$ cat src/rtl/serial_addsub.sv
// serial_addsub: bit-serial adder/subtractor.
// A request on start loads a, b and sub. The block then processes one bit
// per cycle, LSB first, for WIDTH cycles and presents the registered result
// during a one-cycle DONE state.
//
// Ports:
//   clk    - clock; all state changes happen on the rising edge
//   resetn - asynchronous active-low reset
//   start  - level request; sampled only in IDLE and DONE
//   sub    - 0: a+b, 1: a-b (captured in LOAD)
//   a, b   - WIDTH-bit operands (captured in LOAD)
//   busy   - high in LOAD and SHIFT
//   done   - one-cycle pulse in DONE
//   sum    - registered WIDTH-bit result
//   cout   - registered final carry (subtract: 1 = no borrow)
//   ovf    - registered two's-complement overflow
module serial_addsub #(
    parameter int unsigned WIDTH = 8
) (
    input  logic             clk,
    input  logic             resetn,
    input  logic             start,
    input  logic             sub,
    input  logic [WIDTH-1:0] a,
    input  logic [WIDTH-1:0] b,
    output logic             busy,
    output logic             done,
    output logic [WIDTH-1:0] sum,
    output logic             cout,
    output logic             ovf
);

    localparam int unsigned    CW   = $clog2(WIDTH + 1);
    localparam logic [CW-1:0] LAST = CW'(WIDTH - 1);

    typedef enum logic [1:0] {
        S_IDLE,
        S_LOAD,
        S_SHIFT,
        S_DONE
    } state_t;

    state_t           state_q, state_d;
    logic [WIDTH-1:0] a_q, a_d;
    logic [WIDTH-1:0] b_q, b_d;
    logic [WIDTH-1:0] res_q, res_d;
    logic             sub_q, sub_d;
    logic             carry_q, carry_d;
    logic [CW-1:0]    cnt_q, cnt_d;
    logic [WIDTH-1:0] sum_q, sum_d;
    logic             cout_q, cout_d;
    logic             ovf_q, ovf_d;

    // Single-bit full adder on the current LSBs
    logic bb, s, cnext;

    always_ff @(posedge clk or negedge resetn) begin
        if (!resetn) begin
            state_q <= S_IDLE;
            a_q     <= '0;
            b_q     <= '0;
            res_q   <= '0;
            sub_q   <= 1'b0;
            carry_q <= 1'b0;
            cnt_q   <= '0;
            sum_q   <= '0;
            cout_q  <= 1'b0;
            ovf_q   <= 1'b0;
        end else begin
            state_q <= state_d;
            a_q     <= a_d;
            b_q     <= b_d;
            res_q   <= res_d;
            sub_q   <= sub_d;
            carry_q <= carry_d;
            cnt_q   <= cnt_d;
            sum_q   <= sum_d;
            cout_q  <= cout_d;
            ovf_q   <= ovf_d;
        end
    end

    always_comb begin
        state_d = state_q;
        a_d     = a_q;
        b_d     = b_q;
        res_d   = res_q;
        sub_d   = sub_q;
        carry_d = carry_q;
        cnt_d   = cnt_q;
        sum_d   = sum_q;
        cout_d  = cout_q;
        ovf_d   = ovf_q;

        // Subtraction is a + ~b + 1; the +1 comes from carry preset to sub
        bb    = b_q[0] ^ sub_q;
        s     = a_q[0] ^ bb ^ carry_q;
        cnext = (a_q[0] & bb) | (a_q[0] & carry_q) | (bb & carry_q);

        unique case (state_q)
            S_IDLE: begin
                if (start) state_d = S_LOAD;
            end
            S_LOAD: begin
                a_d     = a;
                b_d     = b;
                sub_d   = sub;
                carry_d = sub;
                cnt_d   = '0;
                res_d   = '0;
                state_d = S_SHIFT;
            end
            S_SHIFT: begin
                a_d     = {1'b0, a_q[WIDTH-1:1]};
                b_d     = {1'b0, b_q[WIDTH-1:1]};
                res_d   = {s, res_q[WIDTH-1:1]};
                carry_d = cnext;
                cnt_d   = cnt_q + CW'(1);
                if (cnt_q == LAST) begin
                    // Last bit is the MSB: carry_q is its carry-in, cnext its carry-out
                    state_d = S_DONE;
                    sum_d   = {s, res_q[WIDTH-1:1]};
                    cout_d  = cnext;
                    ovf_d   = carry_q ^ cnext;
                end
            end
            S_DONE: begin
                state_d = start ? S_LOAD : S_IDLE;
            end
            default: state_d = S_IDLE;
        endcase
    end

    assign busy = (state_q == S_LOAD) || (state_q == S_SHIFT);
    assign done = (state_q == S_DONE);
    assign sum  = sum_q;
    assign cout = cout_q;
    assign ovf  = ovf_q;

endmodule

$ cat config.mk
export PLATFORM = sky130hd
export DESIGN_NAME = serial_addsub
export DESIGN_NICKNAME = d
export VERILOG_FILES = /design/src/rtl/serial_addsub.sv
export SDC_FILE = /design/constraint.sdc
export NUM_CORES = 1
export LEC_CHECK = 0
export CORE_AREA = 2 2 64 66
export DETAILED_ROUTE_END_ITERATION = 8
export DIE_AREA = 0 0 66 68
export PLACE_DENSITY = 0.76
export SLEW_MARGIN = 20
export SYNTH_ARGS = -nofsm -noshare
export SYNTH_HDL_FRONTEND = slang
export SYNTH_SLANG_ARGS = --single-unit
$ cat constraint.sdc
create_clock -name clk -period 1.7 [get_ports clk]
set_input_delay 0.17 -clock clk [delete_from_list [all_inputs] [get_ports clk]]
set_output_delay 0.17 -clock clk [all_outputs]
set_load 0.05 [all_outputs]
==> flow_summary.ini <==
[floorplanning]
row_count = 23
io_pins = 32
fp.dieH_um = 68
initial_core_util = 0.487
die_area_um2 = 4490
coreArea_um2 = 3860
die_w_um = 66

[flow_run]
maxCapViolCount = 0

[power]
power_per_cell_area_nw_per_um2 = 1710
p_leak_uw = 0.00102
vdd_drop_max_mv = 1.01

[worst_setup_path]
critPathSlowestCell = clkdlybuf4s50_1
endpoint_kind = primary output
worstPathArrival_ns = 1.45
critPathTopFamily = buffers and inverters
crit_path_max_incr_delay_ns = 0.80
critPathBufInv = 1
cp.required_ns = 1.53
cp_max_fo = 2
worst-setup-path-type = reg2out
cp_cell_sequence = clkdlybuf4s50_1
startpoint_type = register

[synthesis]
synth_xor_area_frac = 0.00932
netlist_area_um2 = 1880
synth-seq-area-share = 0.546
synth_enable_flop_cells = 0
synth_mux_area_frac = 0.0919
synth_top_family_by_area = compound AO/OA/AOI/OAI gates
yosysTopAreaCellShare = 0.546
syn_inst = 184
ys_warn_count = 0
ys_seq_elements = 41
synth_nets = 211
syn_area_per_cell_um2 = 10.2
synthTopCellsByArea = dfrtp_1, mux2i_1, o21ai_0, a21oi_1, ha_1
synthAdderAreaFrac = 0.0506
synth_cell_types = 24
synth_async_sr_flop_share = 1.00
synth-simple-area-share = 0.109
ys.flop_type = dfrtp_1
synth_compound_area_frac = 0.123
synth_top_area_cell = dfrtp_1

[layout]
num_antenna_cells = 0
stdcell_area_um2 = 2380
n_fill_cell = 342
areaGrowthSynthToFinish_pct = 26.5
final_cell_mix = dfrtp_1, clkdlybuf4s50_1, o21ai_0, inv_1
layout_commonest_cell = dfrtp_1
fin_nets = 247
instances_no_fill = 271
drive_gt1_frac = 0.104
fin_util = 0.616

[timing]
slew_headroom = 0.600
rsz0062_at_grt = no
fin_crit_sh = 0.956
maxSlewViolCount = 0
clock.fmax_ghz = 0.615
min_period_ns = 1.62
worstMarginPinSlew_ns = 0.599
tns_ns = 0
hold_ws_ns = 0.414
setup_violations = 0
finalHoldViolations = 0
skew_ns = 0.00658

[clock_tree]
cts_setup_buffers = 0
cts_sinks = 41
cts_buffers = 5
clock_latency_ns = 0.29
clk_pin_slew_ns = 0.08
htreeDepth = 2
root_buffer = clkbuf_8
cts_tree = built
clock_path_buffers = 2

[global_routing]
grt_max_degree = 28
grt_pass1_wl_um = 5700
gr-total-overflow = 0
grt_usage = 0.171
grt_pass1_vias = 1283
antenna_found_initial = 0

[placement]
placed_area_um2 = 2260
hpwl_um = 2410
port_buffers = 31
place_inst = 262
gp_congestion = 0.731

[drt]
drc = 0
ant_nets = 0
dr.pass1.iters = 4
drt_iter0_drc = 79
viasPerCell = 5.08
wire_per_inst_um = 11.9
dr_total_vias = 1376
wl_um = 3220

[worst_hold_path]
worstHoldPathType = in2async

[status]
outcome = complete, no violations
area by class of cell:
cell class / count / area (um^2) / share of cell area
Tap cell: 50 / 62.6 / 0.0263
Timing Repair Buffer: 41 / 390 / 0.164
Sequential cell: 41 / 1030 / 0.432
Clock buffer: 6 / 82.6 / 0.0347
Inverter: 18 / 67.6 / 0.0284
Clock inverter: 2 / 13.8 / 0.00579
Multi-Input combinational cell: 113 / 734 / 0.309
Yosys cell counts (2+ instances only):
cell type / n
nand2_1: 10
mux2_2: 2
nand3b_1: 5
nand3_1: 11
buf_2: 6
o21ai_0: 22
a21oi_1: 16
dfrtp_1: 41
nor2_1: 16
buf_4: 3
mux2i_1: 15
ha_1: 6
inv_1: 18
clkbuf_1: 3
repair_timing:
item                       CTS  global route
hold buffers                 1             0
hold endpoints to repair    25             0
gates resized for setup      0             1
setup endpoints to repair    0             2
registers in the layout (all words and copies together), names as in the netlist:
name / cells
cnt_q: 4
carry_q: 1
a_q: 8
ovf: 1
cout: 1
sub_q: 1
sum: 8
b_q: 8
state_q: 2
res_q: 7
final timing paths:
check	depth (start not counted)	to	slack, ns	from
worst min-delay path	2	sum[0]$_DFFE_PN0P_	0.41	resetn
worst max-delay path	1	sum[7]	0.08	sum[7]$_DFFE_PN0P_
min in group clk	3	b_q[7]$_DFFE_PN0P_	0.46	b[7]
worst max register to register	5	state_q[0]$_DFFE_PN0P_	0.17	state_q[0]$_DFFE_PN0P_
max in group asynchronous	3	sub_q$_DFFE_PN0N_	0.74	resetn
worst min register to register	2	sum[2]$_DFFE_PN0P_	0.48	sum[2]$_DFFE_PN0P_
layer usage:
metal / vias up / part of all wire / global-route usage
li1: 691 / - / -
met1: 645 / 0.45 / 0.209
met2: 33 / 0.49 / 0.289
met3: 7 / 0.036 / 0.0395
met4: 0 / 0.023 / 0.0842
met5: - / 0 / 0
power breakdown:
group          total, uW  internal, uW  switching, uW
Clock                665           329            336
Combinational       1970           859           1110
Sequential          1440          1270            169
Total               4070          2450           1620
logic make-up (layout without fill, tap and decap cells):
kind of cell,Yosys count,count (layout)
AOI/OAI and AO/OA,43,43
muxes,17,17
buffers and inverters,30,67
xor gates and xnor gates,2,2
adders and majority gates,7,7
and+or+nand+nor,44,44
DFF,41,41
stage by stage:
step | worst slack (ns) | power (uW)
2_1_floorplan | 0.102 | 2890
4_1_cts | 0.0458 | 4080
3_5_place_dp | 0.154 | 3410
3_3_place_gp | 0.253 | 3320
5_1_grt | 0.0221 | 4420
6_report | 0.0751 | 4070
No activity file was read; power rests on OpenSTA's default activity.
